--- config.mk ---
export PLATFORM = sky130hd
export DESIGN_NAME = mem_arbiter
export DESIGN_NICKNAME = d
export VERILOG_FILES = /design/src/rtl/mem_arbiter.sv
export SDC_FILE = /design/constraint.sdc
export NUM_CORES = 1
export LEC_CHECK = 0
export BUFFER_PORTS_ARGS = -buffer_cell sky130_fd_sc_hd__buf_2
export CAP_MARGIN = 0
export CORE_UTILIZATION = 51
export DETAILED_ROUTE_END_ITERATION = 10
export PLACE_DENSITY = 0.92
export SYNTH_ARGS = -nofsm -noshare
export SYNTH_HDL_FRONTEND = slang
export SYNTH_SLANG_ARGS = --single-unit
--- constraint.sdc ---
create_clock -name clk -period 4.2 [get_ports clk]
set_input_delay 0.84 -clock clk [delete_from_list [all_inputs] [get_ports clk]]
set_output_delay 0.84 -clock clk [all_outputs]
set_load 0.01 [all_outputs]
--- src/rtl/mem_arbiter.sv ---
// mem_arbiter: shares one single-port, variable-latency memory between the
// instruction-fetch port (i_*) and the load/store port (d_*). D has priority,
// with a streak guard so a held fetch cannot starve. One access at a time:
// grant in IDLE, handshake in MEM, one-cycle completion pulse in RESP.
module mem_arbiter #(
    parameter int AW           = 32,
    parameter int DW           = 32,
    parameter int MAX_D_STREAK = 4,
    parameter int TIMEOUT      = 64
) (
    input  logic            clk,
    input  logic            reset,
    input  logic            i_req,
    input  logic [AW-1:0]   i_addr,
    output logic            i_ack,
    output logic [DW-1:0]   i_rdata,
    input  logic            d_req,
    input  logic            d_we,
    input  logic [AW-1:0]   d_addr,
    input  logic [DW-1:0]   d_wdata,
    input  logic [DW/8-1:0] d_be,
    output logic            d_ack,
    output logic [DW-1:0]   d_rdata,
    output logic            err,
    output logic            mem_req,
    output logic            mem_we,
    output logic [AW-1:0]   mem_addr,
    output logic [DW-1:0]   mem_wdata,
    output logic [DW/8-1:0] mem_be,
    input  logic            mem_ack,
    input  logic [DW-1:0]   mem_rdata
);

    localparam int BW = DW / 8;
    localparam int SW = $clog2(MAX_D_STREAK + 1);
    localparam int TW = $clog2(TIMEOUT + 2);

    localparam logic [SW-1:0] STREAK_MAX = SW'(MAX_D_STREAK);
    localparam logic [TW-1:0] TIME_LIMIT = TW'(TIMEOUT);

    typedef enum logic [1:0] {
        IDLE = 2'd0,
        MEM  = 2'd1,
        RESP = 2'd2
    } state_t;

    state_t          state;
    state_t          state_next;

    logic            grant_d;
    logic            grant_i;
    logic            mem_done;
    logic            timed_out;

    logic            owner_d;
    logic [AW-1:0]   addr_q;
    logic            we_q;
    logic [DW-1:0]   wdata_q;
    logic [BW-1:0]   be_q;
    logic            err_q;
    logic [DW-1:0]   i_rdata_q;
    logic [DW-1:0]   d_rdata_q;
    logic [SW-1:0]   streak;
    logic [TW-1:0]   tcount;

    // Arbitration in IDLE, ack/timeout detection in MEM, single RESP cycle.
    always_comb begin
        state_next = state;
        grant_d    = 1'b0;
        grant_i    = 1'b0;
        mem_done   = 1'b0;
        timed_out  = 1'b0;
        case (state)
            IDLE: begin
                if (d_req && !(i_req && streak == STREAK_MAX)) begin
                    grant_d    = 1'b1;
                    state_next = MEM;
                end else if (i_req) begin
                    grant_i    = 1'b1;
                    state_next = MEM;
                end
            end
            MEM: begin
                // The ack wins over an expiry landing in the same cycle.
                if (mem_ack) begin
                    mem_done   = 1'b1;
                    state_next = RESP;
                end else if (tcount == TIME_LIMIT) begin
                    timed_out  = 1'b1;
                    state_next = RESP;
                end
            end
            RESP: begin
                state_next = IDLE;
            end
            default: begin
                state_next = IDLE;
            end
        endcase
    end

    // State register.
    always_ff @(posedge clk) begin
        if (!reset) begin
            state <= IDLE;
        end else begin
            state <= state_next;
        end
    end

    // Latch the winning request so requesters are only sampled in IDLE.
    always_ff @(posedge clk) begin
        if (!reset) begin
            owner_d <= 1'b0;
            addr_q  <= '0;
            we_q    <= 1'b0;
            wdata_q <= '0;
            be_q    <= '0;
        end else if (grant_d) begin
            owner_d <= 1'b1;
            addr_q  <= d_addr;
            we_q    <= d_we;
            wdata_q <= d_wdata;
            be_q    <= d_we ? d_be : '1;
        end else if (grant_i) begin
            owner_d <= 1'b0;
            addr_q  <= i_addr;
            we_q    <= 1'b0;
            wdata_q <= '0;
            be_q    <= '1;
        end
    end

    // Count D grants that overtook a waiting fetch; saturates, cleared otherwise.
    always_ff @(posedge clk) begin
        if (!reset) begin
            streak <= '0;
        end else if (grant_i) begin
            streak <= '0;
        end else if (grant_d) begin
            if (!i_req) begin
                streak <= '0;
            end else if (streak != STREAK_MAX) begin
                streak <= streak + 1'b1;
            end
        end
    end

    // Count elapsed MEM cycles; expiry after TIMEOUT+1 cycles of mem_req.
    always_ff @(posedge clk) begin
        if (!reset) begin
            tcount <= '0;
        end else if (state == MEM && state_next == MEM) begin
            tcount <= tcount + 1'b1;
        end else begin
            tcount <= '0;
        end
    end

    // Capture the owner's read data and error flag on leaving MEM.
    always_ff @(posedge clk) begin
        if (!reset) begin
            err_q     <= 1'b0;
            i_rdata_q <= '0;
            d_rdata_q <= '0;
        end else if (mem_done || timed_out) begin
            err_q <= timed_out;
            if (owner_d) begin
                d_rdata_q <= mem_done ? mem_rdata : '0;
            end else begin
                i_rdata_q <= mem_done ? mem_rdata : '0;
            end
        end
    end

    assign mem_req   = (state == MEM);
    assign mem_we    = we_q;
    assign mem_addr  = addr_q;
    assign mem_wdata = wdata_q;
    assign mem_be    = be_q;

    assign i_ack   = (state == RESP) && !owner_d;
    assign d_ack   = (state == RESP) && owner_d;
    assign err     = (state == RESP) && err_q;
    assign i_rdata = i_rdata_q;
    assign d_rdata = d_rdata_q;

endmodule

==> summary.txt <==
Status
  • Status: completed

Logic synthesis
  • Biggest area consumer among synthesized cells: dfxtp_1
  • Synthesized area: 0.00604 mm^2
  • Post-Syn Instances: 650
  • Synth unique cells: 40
  • Post-Syn Nets: roughly 790
  • Register area share after synthesis: about half
  • Post-synth EDFFs: 0
  • Area contributors post-synth: dfxtp_1 (49%), a311oi_1 (9.3%), a21oi_1 (8.4%)
  • Ys async rst share: 0%
  • Yosys top cell area share: around half
  • Ys Warns: 0
  • Syn_area_per_cell: 9.30 um^2
  • Main synth FF type: dfxtp_1
  • Seq cells post-synth: 147

Global route
  • Total congestion overflow: 0
  • First-pass GRT wire length: approximately 29000 um
  • Antenna violations before repair: 0
  • Tot GR Track Use: 28.3%
  • Vias in the first global route: slightly below 6k
  • Largest net degree at the start of global routing: between 50 and 60

Clock tree
  • Clk buf depth: 2
  • CTS tree: done
  • Worst-skew pair later-pin latency: 0.42 ns
  • CTS Root Cell: clkbuf_16
  • Post-CTS setup buffer count: 0
  • CTS Hold Bufs: 0
  • Post_cts resized: 0
  • H-tree levels: 4
  • Clk sinks: approximately 150
  • CTS buffer count: 17
  • Clock transition at the registers of the reported paths: roughly 0.060 ns

Place
  • Buffers on Ports: around 270
  • Worst slack, placed: ~1.4 ns
  • GP Congestion: 0.801
  • Placed cells: roughly 1.0k
  • Dpl hpwl: ~11000 um
  • Placement Cell Area: 0.00735 mm^2

Floorplanning
  • Row count: 39
  • I/O pin total: 275
  • Initial Util: around 53%
  • Die Height: 111 um
  • Placeable Area: ~0.011 mm^2
  • Die width: about 110 um
  • Die ar.: between 0.01 and 0.015 mm^2

Power and ir drop
  • PD cells: about 450 mW/mm^2
  • Leak: between 3 and 4 nW
  • VDD IR-drop max: between 0.0002 and 0.0003 V
  • Total power draw: 3.53 mW

Layout
  • Final Cell Area: 0.00793 mm^2
  • Final core utilization: between 60 and 70%
  • Most frequent cells in the layout: buf_2 (274), dfxtp_1 (147), a21oi_1 (101)
  • Most common cell after layout, fill and taps aside: buf_2
  • Layout cells sized above 1: a little under two fifths
  • Ant diodes: 0
  • Nets: 1021
  • Layout area overhead: 31.3%
  • Non-Filler Instances: between 1k and 1.5k

Setup path
  • Slowest CP cell: o21bai_4
  • FF-to-FF End: i_rdata[4]
  • CP Depth: 6
  • CP top delay family: compound AO/OA/AOI/OAI gates
  • Worst Setup End Kind: flip-flop
  • Setup crit start kind: flip-flop
  • Reg-to-Reg Start: tcount[0]
  • FF-to-FF setup slack: roughly 1.6 ns
  • CP Class: reg2reg
  • Worst Path Arrival: approximately 2.9 ns
  • Worst reg2reg path depth: 6
  • Max incr delay on CP: about 0.75 ns
  • Worst Path Required: 4.44 ns
  • Worst path cell trace: inv_1, ha_1, or4b_1, o21bai_4, buf_4, a311oi_1
  • CP Buf/Inv Count: 2
  • Critical path fanouts, max: 41

STA
  • Max-slew violation count: 0
  • Final WS setup: roughly 1.6 ns
  • Fin. Hold Viols: 0
  • Worst Max-Slew Pin Slew: approximately 1.0 ns
  • Fin crit period: 2.61 ns
  • Final setup viols: 0
  • Total negative slack: 0 ns
  • Clk_skew: around 0.011 ns
  • Fmax: between 300 and 400 MHz
  • Rel. slew slack: about 31%
  • RSZ-0062 raised after global routing: no
  • Final worst path period share: 62.1%
  • Hold slack: ~0.47 ns

Worst hold path
  • Hold path depth: 2
  • Worst hold path type: reg2reg
  • Hold EP: mem_wdata[17]
  • Hold wc startpoint: mem_wdata[17]

Routing
  • WL/cell: about 17 um
  • Via count: ~6.3k
  • DRC: 0
  • Vias per cell: just over 6
  • DRT Pass-1 Iters: 5
  • DRT iter0 DRCs: 698
  • DRT Wirelength: between 15000 and 20000 um
  • Routed Antenna Nets: 0

Job
  • Max Cap Viol: 0
## worst register-to-register path, cell delays in order, from the launching register on
cell	delay [ns]
dfxtp_1	0.33
inv_1	0.06
ha_1	0.13
or4b_1	0.50
o21bai_4	0.75
buf_4	0.47
a311oi_1	0.19
## power by group
part           switching [mW]  leakage [nW]  internal, mW  total [mW]
combinational           0.306          1.92         0.213       0.519
sequential             0.0473          1.20          1.48        1.53
clock                   0.633         0.281         0.849        1.48
## cell usage after synthesis, types with 3 or more instances
cell      number
nor2_1         3
buf_2         18
dfxtp_1      147
inv_1          5
buf_6          5
nor3_1         6
clkbuf_1      51
nand2_1       38
o221a_2        4
a21oi_1      101
a311oi_1      64
o2111a_1      32
o21ai_0       39
or3_1         66
nand3_1       36
ha_1           4
## state kept, by name, indices dropped and copies added, names as in the netlist
register	count
state	2
d_rdata	32
err_q	1
mem_be	4
mem_addr	32
mem_wdata	32
owner_d	1
i_rdata	32
tcount	7
mem_we	1
streak	3
## area by class of cell
class                   instances  area, um^2
well taps                     143         179
fillers                       878        3540
clock buffers                  18         439
clock inverters                14         140
flip-flops and latches        147        2940
multi-input cells             421        2750
repair buffers                285        1450
inverters                       7        26.3
## cells by family (layout without fill, tap and decap cells)
| logic type | count (synthesis) | after routing | synth area share, % |
|---|---|---|---|
| buffers and inverters | 82 | 324 | 6.15 |
| AOI/OAI and AO/OA | 247 | 247 | 28.6 |
| DFF | 147 | 147 | 48.7 |
| and+or+nand+nor | 167 | 167 | 15.3 |
| adders and majority gates | 4 | 4 | 0.828 |
| xor gates and xnor gates | 3 | 3 | 0.435 |
## routing by layer
metal / track usage [%] / up-vias / part of all wire [%]
met5: 0 / - / 0
li1: - / 2960 / -
met3: 7.65 / 50 / 7.5
met4: 12.5 / 0 / 2.9
met1: 35.9 / 2949 / 42
met2: 45.0 / 304 / 47
## how the worst max path moves through the flow
stage / endpoint / slack (ns) / startpoint
after floorplan: mem_addr[22] / 2.12 / i_req
after global placement: i_rdata[7] / 1.51 / mem_ack
after detailed placement: i_rdata[9] / 1.40 / mem_ack
after CTS: i_rdata[4] / 1.64 / tcount[0]
after global routing: i_rdata[9] / 1.42 / tcount[0]
final: i_rdata[4] / 1.59 / tcount[0]
(Power assumes the default switching activity.)
